## src/rtl/block_unpacker.sv

```systemverilog
// block_unpacker: splits wide multi-block words into a narrower block stream.
// A held word is walked from block 0 upward, OUT_BLOCKS blocks per beat.
module block_unpacker #(
  parameter int unsigned BLOCK_SIZE = 64,
  parameter int unsigned IN_BLOCKS  = 4,
  parameter int unsigned OUT_BLOCKS = 1
) (
  input  logic                             clk,
  input  logic                             rst,
  output logic                             in_ready,
  input  logic [IN_BLOCKS*BLOCK_SIZE-1:0]  in_data,
  input  logic                             in_valid,
  input  logic [31:0]                      in_num,
  input  logic                             in_last,
  input  logic                             ready_4_output,
  output logic [OUT_BLOCKS*BLOCK_SIZE-1:0] out_data,
  output logic                             out_valid,
  output logic [31:0]                      out_num,
  output logic                             out_last
);

  localparam int unsigned IN_W = IN_BLOCKS * BLOCK_SIZE;
  localparam int unsigned CW   = $clog2(IN_BLOCKS + 1);
  localparam logic [CW-1:0] OB_C = CW'(OUT_BLOCKS);
  localparam logic [CW-1:0] IB_C = CW'(IN_BLOCKS);

  typedef enum logic {
    IDLE,
    SEND
  } state_e;

  state_e          state_q, state_d;
  logic [IN_W-1:0] data_q, data_d;
  logic            last_q, last_d;
  logic [CW-1:0]   rem_q, rem_d;
  logic [CW-1:0]   off_q, off_d;
  logic            live_q;

  logic            final_c;
  logic            in_hs_c;
  logic            out_hs_c;
  logic [CW-1:0]   n_c;
  logic [CW-1:0]   beat_num_c;

  // Clamp the incoming block count to the word capacity.
  assign n_c = (in_num > 32'(IN_BLOCKS)) ? IB_C : in_num[CW-1:0];

  // Beat bookkeeping derived from held position.
  assign final_c    = (rem_q <= OB_C);
  assign beat_num_c = final_c ? rem_q : OB_C;

  // Outputs muxed purely from registered state; in_ready is the one comb path.
  assign out_valid = (state_q == SEND);
  assign out_num   = 32'(beat_num_c);
  assign out_last  = out_valid & last_q & final_c;
  assign in_ready  = live_q & ((state_q == IDLE) | (final_c & ready_4_output));
  assign in_hs_c   = in_valid & in_ready;
  assign out_hs_c  = out_valid & ready_4_output;

  // Select the current chunk; slots past the remaining count read as zero.
  always_comb begin
    out_data = '0;
    for (int j = 0; j < int'(OUT_BLOCKS); j++) begin
      if ((j < int'(rem_q)) && ((int'(off_q) + j) < int'(IN_BLOCKS))) begin
        out_data[j*BLOCK_SIZE +: BLOCK_SIZE] =
          data_q[(int'(off_q) + j)*BLOCK_SIZE +: BLOCK_SIZE];
      end
    end
  end

  // Next-state: advance on output handshake, reload on input handshake.
  always_comb begin
    state_d = state_q;
    data_d  = data_q;
    last_d  = last_q;
    rem_d   = rem_q;
    off_d   = off_q;
    case (state_q)
      IDLE: state_d = IDLE;
      SEND: begin
        if (out_hs_c) begin
          rem_d = rem_q - beat_num_c;
          off_d = off_q + OB_C;
          if (final_c) state_d = IDLE;
        end
      end
      default: state_d = IDLE;
    endcase
    // A zero-block non-final word is swallowed without producing a beat.
    if (in_hs_c) begin
      data_d  = in_data;
      last_d  = in_last;
      rem_d   = n_c;
      off_d   = '0;
      state_d = ((n_c == '0) && !in_last) ? IDLE : SEND;
    end
  end

  // State registers; live_q holds off in_ready until the first edge after reset.
  always_ff @(posedge clk or posedge rst) begin
    if (rst) begin
      state_q <= IDLE;
      data_q  <= '0;
      last_q  <= 1'b0;
      rem_q   <= '0;
      off_q   <= '0;
      live_q  <= 1'b0;
    end else begin
      state_q <= state_d;
      data_q  <= data_d;
      last_q  <= last_d;
      rem_q   <= rem_d;
      off_q   <= off_d;
      live_q  <= 1'b1;
    end
  end

endmodule

```

## config.mk

```make
export PLATFORM = sky130hd
export DESIGN_NAME = block_unpacker
export DESIGN_NICKNAME = d
export VERILOG_FILES = /design/src/rtl/block_unpacker.sv
export SDC_FILE = /design/constraint.sdc
export NUM_CORES = 1
export LEC_CHECK = 0
export ABC_AREA = 1
export CAP_MARGIN = 20
export CORE_UTILIZATION = 51
export DETAILED_ROUTE_END_ITERATION = 8
export PLACE_DENSITY = 0.92
export SLEW_MARGIN = 20
export SYNTH_ARGS = -nofsm -noshare
export SYNTH_HDL_FRONTEND = slang
export SYNTH_SLANG_ARGS = --single-unit
```

## constraint.sdc

```tcl
create_clock -name clk -period 25.1 [get_ports clk]
set_clock_uncertainty 0.2 [all_clocks]
set_input_delay 5.02 -clock clk [delete_from_list [all_inputs] [get_ports clk]]
set_output_delay 5.02 -clock clk [all_outputs]
set_load 0.02 [all_outputs]
```

After elaboration in Yosys (flattened, before gate mapping)
Index checks and enable logic that the tools add are counted.
{"block": "classes", "bitwise_logic": 8, "reduce_logical": 7, "add_sub_neg": 2, "magnitude_cmp": 4, "mux": 14, "shifts": 1}
{"operator": "256-bit by 10-bit indexed part select with 64-bit output", "n": 1}
{"operator": "64-bit 2-to-1 mux", "n": 1}
{"operator": "32-bit by 3-bit > comparator with 1-bit output (second input constant)", "n": 1}
{"operator": "3-bit 2-to-1 mux", "n": 8}
{"operator": "1-bit AND", "n": 6}
{"operator": "1-bit 2-to-1 mux", "n": 4}
{"operator": "2-bit nonzero test", "n": 2}
{"operator": "3-bit by 1-bit adder with 3-bit output (second input constant)", "n": 1}
{"operator": "3-bit by 1-bit <= comparator with 1-bit output (second input constant)", "n": 1}
{"operator": "3-bit logical NOT", "n": 1}
{"operator": "1-bit by 3-bit less-than comparator with 1-bit output (first input constant)", "n": 1}
{"operator": "3-bit less-than comparator (second input constant)", "n": 1}
{"operator": "3-bit subtractor", "n": 1}
{"operator": "1-bit logical AND", "n": 2}
{"operator": "1-bit one-hot mux with 2 select lines", "n": 1}
{"operator": "2-bit AND reduction", "n": 1}
{"operator": "1-bit logical NOT", "n": 1}
{"operator": "1-bit inverter", "n": 1}
{"operator": "1-bit OR", "n": 1}
{"block": "totals", "reg_bits": 265, "word_cells": 42, "input_bits": 293, "output_inout_bits": 99}

Longest topological paths before layout
{"block": "logic_depth", "word_depth": 7, "ltp_mapped": 9, "depth_no_buf": 8}

Worst setup path after synthesis
No wires, ideal clock.
{"block": "synth_timing", "path_type": "in2out", "start": "in ready_4_output", "end": "out in_ready", "t_required_ns": 19.880, "n_path_buf": 0, "t_arrival_ns": 5.326, "setup_slack_ns": 14.554, "path_stages": 4, "cell_sequence": "nand2_1 > nand2_2 > nand2_1 > inv_1"}
{"block": "synth_between", "elab_chain_cells": 3}
{"element": "start: declaration", "line_no": "15", "text": "input logic ready_4_output,"}
{"element": "1-bit AND", "line_no": "56", "text": "assign in_ready = live_q & ((state_q == IDLE) | (final_c & ready_4_output));"}
{"element": "1-bit OR", "line_no": "56"}
{"element": "1-bit AND", "line_no": "56"}
{"element": "end: declaration", "line_no": "10", "text": "output logic in_ready,"}
Every way passes these cells.

Worst setup path in the final report
Same ends and word-level chain as after synthesis.

==> run summary <==
====================================================================================
Outcome ...............................................................    completed
DP Wirelength .........................................................     22.87 mm
Critical Path RT ......................................................    19,880 ps
Y dimension of the die ................................................     159.2 um
Reg2Reg Capture Point .................................................   data_q[82]
Root Driver ...........................................................    clkbuf_16
Dpl cells .............................................................        2,244
Total setup violations reported at the end of the flow ................            0
Number of DRC violations after detailed-routing iteration 0 ...........        1,164
Total negative slack for setup checks .................................         0 ps
Worst IR Drop VDD .....................................................   0.09074 mV
Category of the worst setup path capture point ........................ primary output
Critical path fanouts, max ............................................            3
Number of instances on the worst hold path ............................            2
Number of gates given a new drive strength after cts ..................            0
Cell count after synthesis ............................................        1,657
Worst-case reg-to-reg path depth ......................................            8
Via density per instance ..............................................        5.245
Initial Util ..........................................................       51.98%
Routing usage on met1 .................................................       35.79%
Max-slew headroom .....................................................       28.96%
Final weighted congestion in routability-driven placement .............       0.8546
Layout Cells excl Fill ................................................        2,297
Most crowded layer after global routing ...............................         met2
Final core area utilization ...........................................       70.20%
Startpoint of the lowest-slack hold path ..............................   data_q[19]
Minimum setup slack in the final design ...............................    13,510 ps
Cts bufs inserted .....................................................           29
Vias ..................................................................       12,050
Post-CTS setup buffer count ...........................................            0
Proportion of synthesized flip-flops having asynchronous set or reset .       100.0%
Cell area after technology mapping ....................................  12,600 um^2
CTS hold repair buffers ...............................................            0
Antenna violations before repair ......................................            1
Power Internal ........................................................     1.298 mW
Largest net degree at the start of global routing .....................          215
Power per Cell Area ................................................... 128.3 nW/um^2
Largest buffer count on any clock path ................................            3
Met2 demand-to-capacity share in global routing .......................       48.19%
Total of fill cells in the finished design ............................        1,779
Slowest CP cell ....................................................... clkdlybuf4s50_1
Setup repair after global routing missed its margin ...................        false
Sw Pwr ................................................................    0.8857 mW
Hold_ws ...............................................................     271.4 ps
Multi-input combinational cell area ...................................    5000 um^2
Max incr delay on CP ..................................................       590 ps
H-tree depth ..........................................................            1
Fmax ..................................................................    86.27 MHz
Worst setup path category .............................................       in2out
Sw frac ...............................................................       40.57%
Register clock-pin slew on the reported worst setup and hold paths ....        60 ps
Slew Limit Fails ......................................................            0
Overall die area ......................................................  25,340 um^2
Area grow syn2layout ..................................................       35.05%
Fraction of final layout cells with drive strength greater than 1 .....       3.600%
Slew at the pin with the worst max-slew slack .........................      1066 ps
FF/Latch Area .........................................................    6636 um^2
Beginning of the worst register-to-register path ......................     rem_q[1]
Critical path cell sequence ........................................... clkdlybuf4s50_1 > nand2_1 > nand2_2 > nand2_1 > inv_1 > clkdlybuf4s50_1
Static leakage power ..................................................     8.128 nW
Family of cells with the greatest summed delay on the critical path ... buffers and inverters
Comb pwr share ........................................................        45.2%
Worst min-delay path category .........................................      reg2reg
Cell Area, Placed .....................................................  16,030 um^2
Buffers & Inverters on Critical Path ..................................            3
Count of buffers from port buffering ..................................          360
All-Layer GR Usage ....................................................       28.45%
First-pass GRT wire length ............................................     58.96 mm
Flop pwr share ........................................................        35.2%
Clock sink total ......................................................          265
Post-detailed-route DRC marker count ..................................            0
Clock tree from TritonCTS .............................................         done
Final Hold Vio Count ..................................................            0
Chip Width ............................................................     159.2 um
Number of nets in the final layout ....................................        2,246
IO Count ..............................................................          392
Number of placement rows ..............................................           57
Maximum capacitance violations ........................................            0
Hold path endpoint ....................................................   data_q[19]
Share of the yosys chip area belonging to registers ...................       52.62%
YS warnings ...........................................................            0
Remaining antenna violation count after routing .......................            0
Met3 usage in global routing ..........................................       4.011%
Average cell area after synthesis .....................................   7.606 um^2
Worst R2R Setup Slack .................................................    21,680 ps
Placeable core region .................................................  24,250 um^2
Dominant synthesized flop cell ........................................      dfrtp_1
Total wire length after detailed routing ..............................     36.29 mm
Clock network latency to the later pin of the worst-skew pair .........       550 ps
Critical Path Source Type .............................................   input port
Cell variety after synth ..............................................           24
Post-route cell area ..................................................  17,020 um^2
1st-pass router iterations ............................................            5
Number of global-route vias before repair .............................       12,120
Setup slack after placement ...........................................    13,510 ps
Global route overflow .................................................            0
Final critical-path share of the clock period .........................       46.18%
Critical path data arrival time .......................................      6370 ps
Average routed wire per standard cell .................................     15.80 um
EDFF count, synth .....................................................            0
Clock network power share .............................................        19.6%
Final period demand of the worst path .................................    11,590 ps
Flip-flop and latch count after synthesis .............................          265
Total power ...........................................................     2.183 mW
====================================================================================
[worst max path at each step]
stage                              start         to  slack [ps]  depth (start not counted)
after floorplan                      rst  data_q[0]       12580                          1
after global placement    ready_4_output   in_ready       13510                          6
after detailed placement  ready_4_output   in_ready       13510                          6
after CTS                 ready_4_output   in_ready       13510                          6
after global routing      ready_4_output   in_ready       13450                          6
final                     ready_4_output   in_ready       13510                          6
[registers in the layout, summed over array words and instances, names as in the netlist]
register	count
data_q	256
off_q	3
rem_q	3
last_q	1
live_q	1
out_valid	1
[final cells by class]
| cell class | count | area share, % |
|---|---|---|
| diodes | 1 | 0.01470 |
| clock buffers | 42 | 5.256 |
| clock inverters | 10 | 0.5219 |
| inverters | 79 | 1.874 |
| multi-input cells | 1207 | 29.37 |
| flip-flops and latches | 265 | 38.99 |
| well taps | 324 | 2.382 |
| repair buffers | 369 | 21.59 |
[layout by cell type, fill, tap and decap left out, types with 5 or more instances in the layout]
cell	instances
nand2_1	679
clkdlybuf4s50_1	360
dfrtp_1	263
nor2_1	153
o21ai_0	136
a21oi_1	129
inv_1	75
o21ai_1	61
conb_1	32
clkbuf_16	29
clkbuf_8	12
buf_4	8
nand3_1	5
[worst reg2reg max path, cell delays in order, from the launching register on]
cell	delay [ps]
dfrtp_1	400
nor2_2	190
nand2_1	90
nand2_2	110
nand3_4	270
clkinv_8	610
buf_4	1090
nand2_1	230
o21ai_1	140
[cell usage after synthesis (4+ instances only)]
master,number,area (um^2)
o21ai_1,61,305.3
nor2_1,153,574.3
nand2_1,680,2552
dfrtp_1,265,6631
buf_2,35,175.2
buf_1,12,45.04
inv_1,77,289.0
buf_6,4,45.04
nand3_1,5,25.02
clkbuf_1,28,105.1
o21ai_0,136,680.7
a21oi_1,129,645.6
buf_4,57,427.9
[per-layer routing]
| layer | vias to the layer above | part of all wire, % | routed length [um] |
|---|---|---|---|
| li1 | 5700 | - | - |
| met1 | 5639 | 40 | 14410 |
| met2 | 588 | 49 | 17730 |
| met3 | 120 | 6.6 | 2386 |
| met4 | 0 | 4.9 | 1773 |
| met5 | - | 0 | 0 |
[power by group through the flow]
stage          Combinational, mW  Sequential, mW  Clock [mW]
3_5_place_dp               0.974           0.768           0
3_3_place_gp               0.948           0.756           0
5_1_grt                     1.08           0.793       0.453
6_report                   0.987           0.768       0.429
4_1_cts                    0.987           0.765       0.434
2_1_floorplan              0.644           0.719           0
[kinds of logic after synthesis]
group / after synthesis / share of synthesized area (%)
DFF: 265 / 52.62
xor gates and xnor gates: 1 / 0.06951
buffers and inverters: 215 / 8.687
adders and majority gates: 2 / 0.1985
other: 2 / 0.05959
and+or+nand+nor: 845 / 25.36
AOI/OAI and AO/OA: 327 / 13.01
Note: power is estimated with default switching activity, not from simulation.
